--- config.mk ---
export PLATFORM = sky130hd
export DESIGN_NAME = val_repeat
export DESIGN_NICKNAME = d
export VERILOG_FILES = /design/src/rtl/val_repeat.sv
export SDC_FILE = /design/constraint.sdc
export NUM_CORES = 1
export LEC_CHECK = 0
export ABC_CLOCK_PERIOD_IN_PS = 1600
export CORE_ASPECT_RATIO = 1.4
export CORE_MARGIN = 1.5
export CORE_UTILIZATION = 46
export CTS_CLUSTER_DIAMETER = 150
export DETAILED_ROUTE_END_ITERATION = 10
export PLACE_DENSITY = 0.89
export SETUP_SLACK_MARGIN = 0.2
export SYNTH_ARGS = -nofsm -noshare
export SYNTH_HDL_FRONTEND = slang
export SYNTH_SLANG_ARGS = --single-unit
--- constraint.sdc ---
create_clock -name clk -period 1.6 [get_ports clk]
set_input_delay 0.24 -clock clk [delete_from_list [all_inputs] [get_ports clk]]
set_output_delay 0.24 -clock clk [all_outputs]
set_load 0.005 [all_outputs]
--- src/rtl/val_repeat.sv ---
// rtl/val_repeat.sv - repeats one value per reference coordinate, stream by stream
//
// Ports:
//   clk, rst_n        clock, asynchronous active-low reset
//   clk_en            clock enable; all state holds and no handshake completes when 0
//   flush             synchronous clear of FSM, hold, output register and err
//   tile_en           when 0 all ready/valid outputs are 0 and state holds
//   data_in*          value stream (one value per fiber, then DONE)
//   ref_in*           reference stream (coordinates, stop tokens, DONE)
//   data_out*         repeated value stream, 1-entry output register
//   err               sticky protocol-error flag
// Token: bit16=0 data (payload 15:0); bit16=1,bit8=1 DONE; bit16=1,bit8=0 stop Sn.
module val_repeat #(
  parameter int DATA_W = 17
) (
  input  logic              clk,
  input  logic              rst_n,
  input  logic              clk_en,
  input  logic              flush,
  input  logic              tile_en,
  input  logic [DATA_W-1:0] data_in,
  input  logic              data_in_valid,
  output logic              data_in_ready,
  input  logic [DATA_W-1:0] ref_in,
  input  logic              ref_in_valid,
  output logic              ref_in_ready,
  output logic [DATA_W-1:0] data_out,
  output logic              data_out_valid,
  input  logic              data_out_ready,
  output logic              err
);

  localparam logic [DATA_W-1:0] DONE_TOK = {1'b1, {(DATA_W-10){1'b0}}, 9'h100};

  typedef enum logic {LOAD, REPEAT} state_t;

  state_t            state;
  logic [DATA_W-2:0] hold;
  logic              out_vld_q;

  logic din_is_data, din_is_done, ref_is_data, ref_is_done;
  logic can_acc, en, din_rdy, ref_rdy, din_xfer, ref_xfer;

  assign din_is_data = ~data_in[DATA_W-1];
  assign din_is_done = data_in[DATA_W-1] & data_in[8];
  assign ref_is_data = ~ref_in[DATA_W-1];
  assign ref_is_done = ref_in[DATA_W-1] & ref_in[8];

  // Output register can take a token when empty or draining this cycle.
  assign can_acc = ~out_vld_q | data_out_ready;
  // Readies are suppressed in reset and flush so upstream never sees a lost handshake.
  assign en = rst_n & tile_en & ~flush;

  always_comb begin
    din_rdy = 1'b0;
    ref_rdy = 1'b0;
    case (state)
      LOAD: begin
        if (data_in_valid) begin
          if (din_is_done) begin
            // Every ref token in this case needs the output path free, so a
            // stalled sink also blocks the dropped-token path.
            if (ref_in_valid && can_acc) begin
              ref_rdy = 1'b1;
              din_rdy = ref_is_done;
            end
          end else begin
            // Data value, or a stray stop on the value stream (dropped, flagged).
            din_rdy = 1'b1;
          end
        end
      end
      REPEAT: ref_rdy = ref_in_valid & ~ref_is_done & can_acc;
      default: ;
    endcase
  end

  assign data_in_ready  = en & din_rdy;
  assign ref_in_ready   = en & ref_rdy;
  assign din_xfer       = data_in_ready & data_in_valid & clk_en;
  assign ref_xfer       = ref_in_ready & ref_in_valid & clk_en;
  assign data_out_valid = out_vld_q & tile_en;

  always_ff @(posedge clk or negedge rst_n) begin
    if (!rst_n) begin
      state     <= LOAD;
      hold      <= '0;
      data_out  <= '0;
      out_vld_q <= 1'b0;
      err       <= 1'b0;
    end else if (flush) begin
      state     <= LOAD;
      hold      <= '0;
      data_out  <= '0;
      out_vld_q <= 1'b0;
      err       <= 1'b0;
    end else if (clk_en && tile_en) begin
      if (out_vld_q && data_out_ready) out_vld_q <= 1'b0;
      case (state)
        LOAD: begin
          if (din_xfer) begin
            if (din_is_data) begin
              hold  <= data_in[DATA_W-2:0];
              state <= REPEAT;
            end else if (!din_is_done) begin
              err <= 1'b1;
            end
          end
          if (ref_xfer) begin
            if (ref_is_done) begin
              data_out  <= DONE_TOK;
              out_vld_q <= 1'b1;
            end else begin
              err <= 1'b1;
            end
          end
        end
        REPEAT: begin
          if (ref_xfer) begin
            out_vld_q <= 1'b1;
            if (ref_is_data) begin
              data_out <= {1'b0, hold};
            end else begin
              data_out <= ref_in;
              state    <= LOAD;
            end
          end else if (ref_in_valid && ref_is_done) begin
            // DONE inside a fiber: leave it at the head so LOAD can pair it.
            err   <= 1'b1;
            state <= LOAD;
          end
        end
        default: state <= LOAD;
      endcase
    end
  end

endmodule

# Word level (Yosys, flattened, before mapping)
# Index checks and enable logic that the tools add are counted.
# totals
ff_bits	36
latchBits	0
ram_bits	0
rom_bits	0
inputBits	42
out_inout_bits	21
wordCells	84
n_memories	0
# classes
add_sub_neg	0
multipliers	0
div_mod_pow	0
n_lt_le_gt_ge	0
eq_ne	7
shifts	0
mux	45
n_bitwise	18
n_reduce_logical	9
# ops
operator	n
$mux 17	6
$mux 16	5
$pmux 17 s2	1
$mux 1	29
$and 1x1->1	13
$ne 3x3->1 const B	3
$pmux 1 s2	4
$reduce_and 4->1	2
$ne 3x2->1 const B	2
$logic_and 1x1->1	4
$ne 2x2->1 const B	2
$not 1->1	4
$reduce_bool 2->1	2
$reduce_and 3->1	1
$or 1x1->1	1

# Depth between registers and ports, before layout
# depth
depth_word	16
mapped_depth	8

# Worst setup path after synthesis
# No wires, ideal clock.
# synth_timing
kind	reg2reg
start	reg state
end	reg hold[13]
arrival_ps	1249
required_time_ps	1470
slack_ps	220
path_stages_with_launch	6
path_buffers	1
period_less_slack_ps	1380
path_cell_list	dfrtp_1 -> nor4bb_1 -> nand4b_1 -> clkbuf_1 -> nand3b_1 -> o21ai_0
# synth_between
elab_chain_len	6
word_cells_on_any_way	7
# synth_lines
element	line_no	rtl
start, declared	37	state_t state;
start signal, assigned	86	state <= LOAD;
start signal, assigned	92	state <= LOAD;
start signal, assigned	104	state <= REPEAT;
$mux 1	57	case (state)
$and 1x1->1	78	assign data_in_ready = en & din_rdy;
$and 1x1->1 (2 in a row)	80	assign din_xfer = data_in_ready & data_in_valid & clk_en;
$reduce_bool 2->1 (no source line)	n/a	
$reduce_and 4->1 (no source line) *	n/a	
end signal, assigned	103	hold <= data_in[DATA_W-2:0];
end, declared	38	logic [DATA_W-2:0] hold;
# Every way passes the cells marked *; elsewhere a longest branch is shown, timed or not.
# A chain may end at the register's enable or synchronous reset.

# Final worst setup path
# layout_timing
start	reg state
end	reg hold[8]
# The elaborated chain is that of the path after synthesis.

==> reports/metrics.csv <==
stage,metric,value,unit
cells_and_area,antenna_cells,0,
detailed_routing,dr.pass1.iters,7,
clocking,clk_pin_slew,0.08,ns
setup_path,required,1.82,ns
outcome,violations,"design-rule violations, negative setup slack",
cells_and_area,stdcell_count,343,
logic_synthesis,ys_seq_area_share,46.4,%
timing,finalCritPeriodShare,110,%
placement,place_inst,312,
logic_synthesis,synth_area_leader_cell,dfrtp_1,
cells_and_area,nets,342,
power,ir_drop,0.609,mV
cells_and_area,drive_above_1_share,43.0,%
setup_path,critPathLaunch,state,
cells_and_area,multi_input_area,1190,um^2
global_route,grt_pass1_wl,9560,um
clocking,clk_path_buf_depth,2,
cells_and_area,fillers,186,
cells_and_area,area_growth,81.2,%
timing,fmax,0.566,GHz
logic_synthesis,synth_cell_types,33,
logic_synthesis,synth_cells,201,
job,max_cap_viol_count,0,
floorplanning,num_rows,27,
detailed_routing,routed_wl,7480,um
logic_synthesis,synth_area,1940,um^2
power,p_leak,0.00179,uW
detailed_routing,via_count,2090,
timing,tightest_slew,0.470,ns
floorplanning,coreArea,3990,um^2
timing,hold_viol_final,0,
cells_and_area,seq_area,901,um^2
timing,setup_viol,33,
placement,gp_congestion,0.943,
clocking,cts_buffers,5,
setup_path,startpoint_type,register,
clocking,worstSkewPairLatency,0.31,ns
timing,tns,-1.88,ns
logic_synthesis,synth_fp_nets,243,
timing,finClkSkew,0.0168,ns
setup_path,critPathArrivalTime,1.99,ns
timing,worst_slack,-0.168,ns
logic_synthesis,yosysWarnings,0,
global_route,grt_pass1_vias,1918,
global_route,gr-usage-all-layers,27.8,%
floorplanning,fp.dieH,79.9,um
clocking,cts.sinks,36,
min_path,hold_path.class,in -> async,
setup_path,worst-setup-path-type,reg -> reg,
detailed_routing,drt_iter0_drc,108,
logic_synthesis,post_synth.cell_area_avg,9.65,um^2
logic_synthesis,synth_top_area_share,46.4,%
setup_path,path_max_fanout,8,
floorplanning,ios,63,
logic_synthesis,async_reset_ff_share,100,%
global_route,antenna_found_initial,0,
logic_synthesis,yosysMostFrequentCell,dfrtp_1,
timing,rsz0062_at_grt,yes,
detailed_routing,drcViolationCount,4,
floorplanning,die_w,57.9,um
global_route,overflow,0,
timing,max-slew-margin-rel,68.7,%
detailed_routing,wire_per_inst,21.8,um
logic_synthesis,synth-seq-cells,36,
timing,final_max_slew_viol_count,0,
setup_path,r2r-start,state,
outcome,status,"finished, violations left",
logic_synthesis,synth-edff-count,0,
timing,min_period,1.77,ns
placement,io_buffers,62,
clocking,holdBufCountCts,0,
clocking,cts-root-buf,clkbuf_8,
power,power_density,564,nW/um^2
logic_synthesis,ys.flop_type,dfrtp_1,
setup_path,cp-end-kind,register,
floorplanning,start_util,48.7,%
logic_synthesis,synth_commonest_cells,"dfrtp_1 (36), o21ai_0 (28), a21oi_1 (21)",
detailed_routing,ant_nets,0,
logic_synthesis,synth_area_leaders,"dfrtp_1 (46%), mux2_2 (8.7%), o21ai_0 (7.2%)",
global_route,grt_max_degree,37,
clocking,cts_tree,done,
detailed_routing,viasPerCell,6.09,
placement,dpl.hpwl,3650,um
clocking,h-tree-depth,2,
floorplanning,dieArea,4620,um^2
## power breakdown
| group | leakage, uW | internal [uW] | total (uW) | switching [uW] |
|---|---|---|---|---|
| clock | 0.0000503 | 384 | 731 | 347 |
| sequential | 0.000503 | 913 | 915 | 2.45 |
| combinational | 0.00124 | 185 | 338 | 153 |
| total | 0.00179 | 1480 | 1980 | 503 |
## timing repair
action,in CTS,in global routing
pin swaps,19,19
gates resized for setup,73,66
cloned,4,3
endpoints found under the setup margin,42,53
setup buffers,8,9
## cell type report
cell class	count	area share, %
Inverter	16	1.71
Timing Repair Buffer	109	34.7
Tap cell	43	1.53
Clock buffer	7	2.74
Sequential cell	36	25.6
Multi-Input combinational cell	132	33.7
## sequential cells by signal, summed over array words and instances (netlist names)
name,count
hold,16
data_out,17
err,1
out_vld_q,1
state,1
## worst max-delay path: stages (launching register included)
cell and delay, ns:
dfrtp_1 0.42, buf_6 0.15, nor4bb_4 0.27, nand4b_1 0.20, buf_4 0.19, buf_6 0.13
buf_16 0.14, o21ai_2 0.19
## routing by layer
metal | GRT usage, % | wire length (um)
met1 | 32.6 | 2760
met2 | 48.6 | 4140
met3 | 6.16 | 306
met4 | 10.2 | 276
met5 | 0 | 0
## logic make-up after synthesis
| kind of cell | after synthesis | synth area share, % |
|---|---|---|
| AOI/OAI and AO/OA | 61 | 17.3 |
| and+or+nand+nor | 56 | 19.5 |
| buffers and inverters | 33 | 8.06 |
| DFF | 36 | 46.4 |
| muxes | 15 | 8.70 |
## cells in the final DEF, fill, tap and decap left out, drive strengths merged, types with 10 or more instances in the layout
cell type,n
a21oi,21
buf,46
clkbuf,10
clkdlybuf4s50,35
dfrtp,36
dlymetal6s2s,16
inv,16
mux2,15
nand3b,17
nand4,17
o21ai,32
## path summary, 6_finish.rpt
path	slack, ns	endpoint	depth (start not counted)
setup / recovery	-0.17	hold[8]	7
setup reg to reg	-0.17	hold[8]	7
hold reg to reg	0.52	hold[7]	2
hold / removal	0.05	data_out[12]	2
min in group clk	0.43	out_vld_q	4
max in group asynchronous	1.20	hold[14]	2
## per-stage QoR
stage	util [%]	cell area, um^2	total power, uW	hold slack (ns)	setup WS, ns
6_report	88.2	3520	1980	0.0518	-0.168
5_1_grt	88.2	3520	2050	0.0860	-0.222
4_1_cts	78.7	3140	1910	0.0629	0.0395
3_5_place_dp	68.3	2720	1200	0.369	-0.428
3_3_place_gp	68.3	2720	1200	0.361	-0.375
2_1_floorplan	-	1940	1020	-0.0556	0.220
Note: power is estimated with default switching activity, not from simulation.
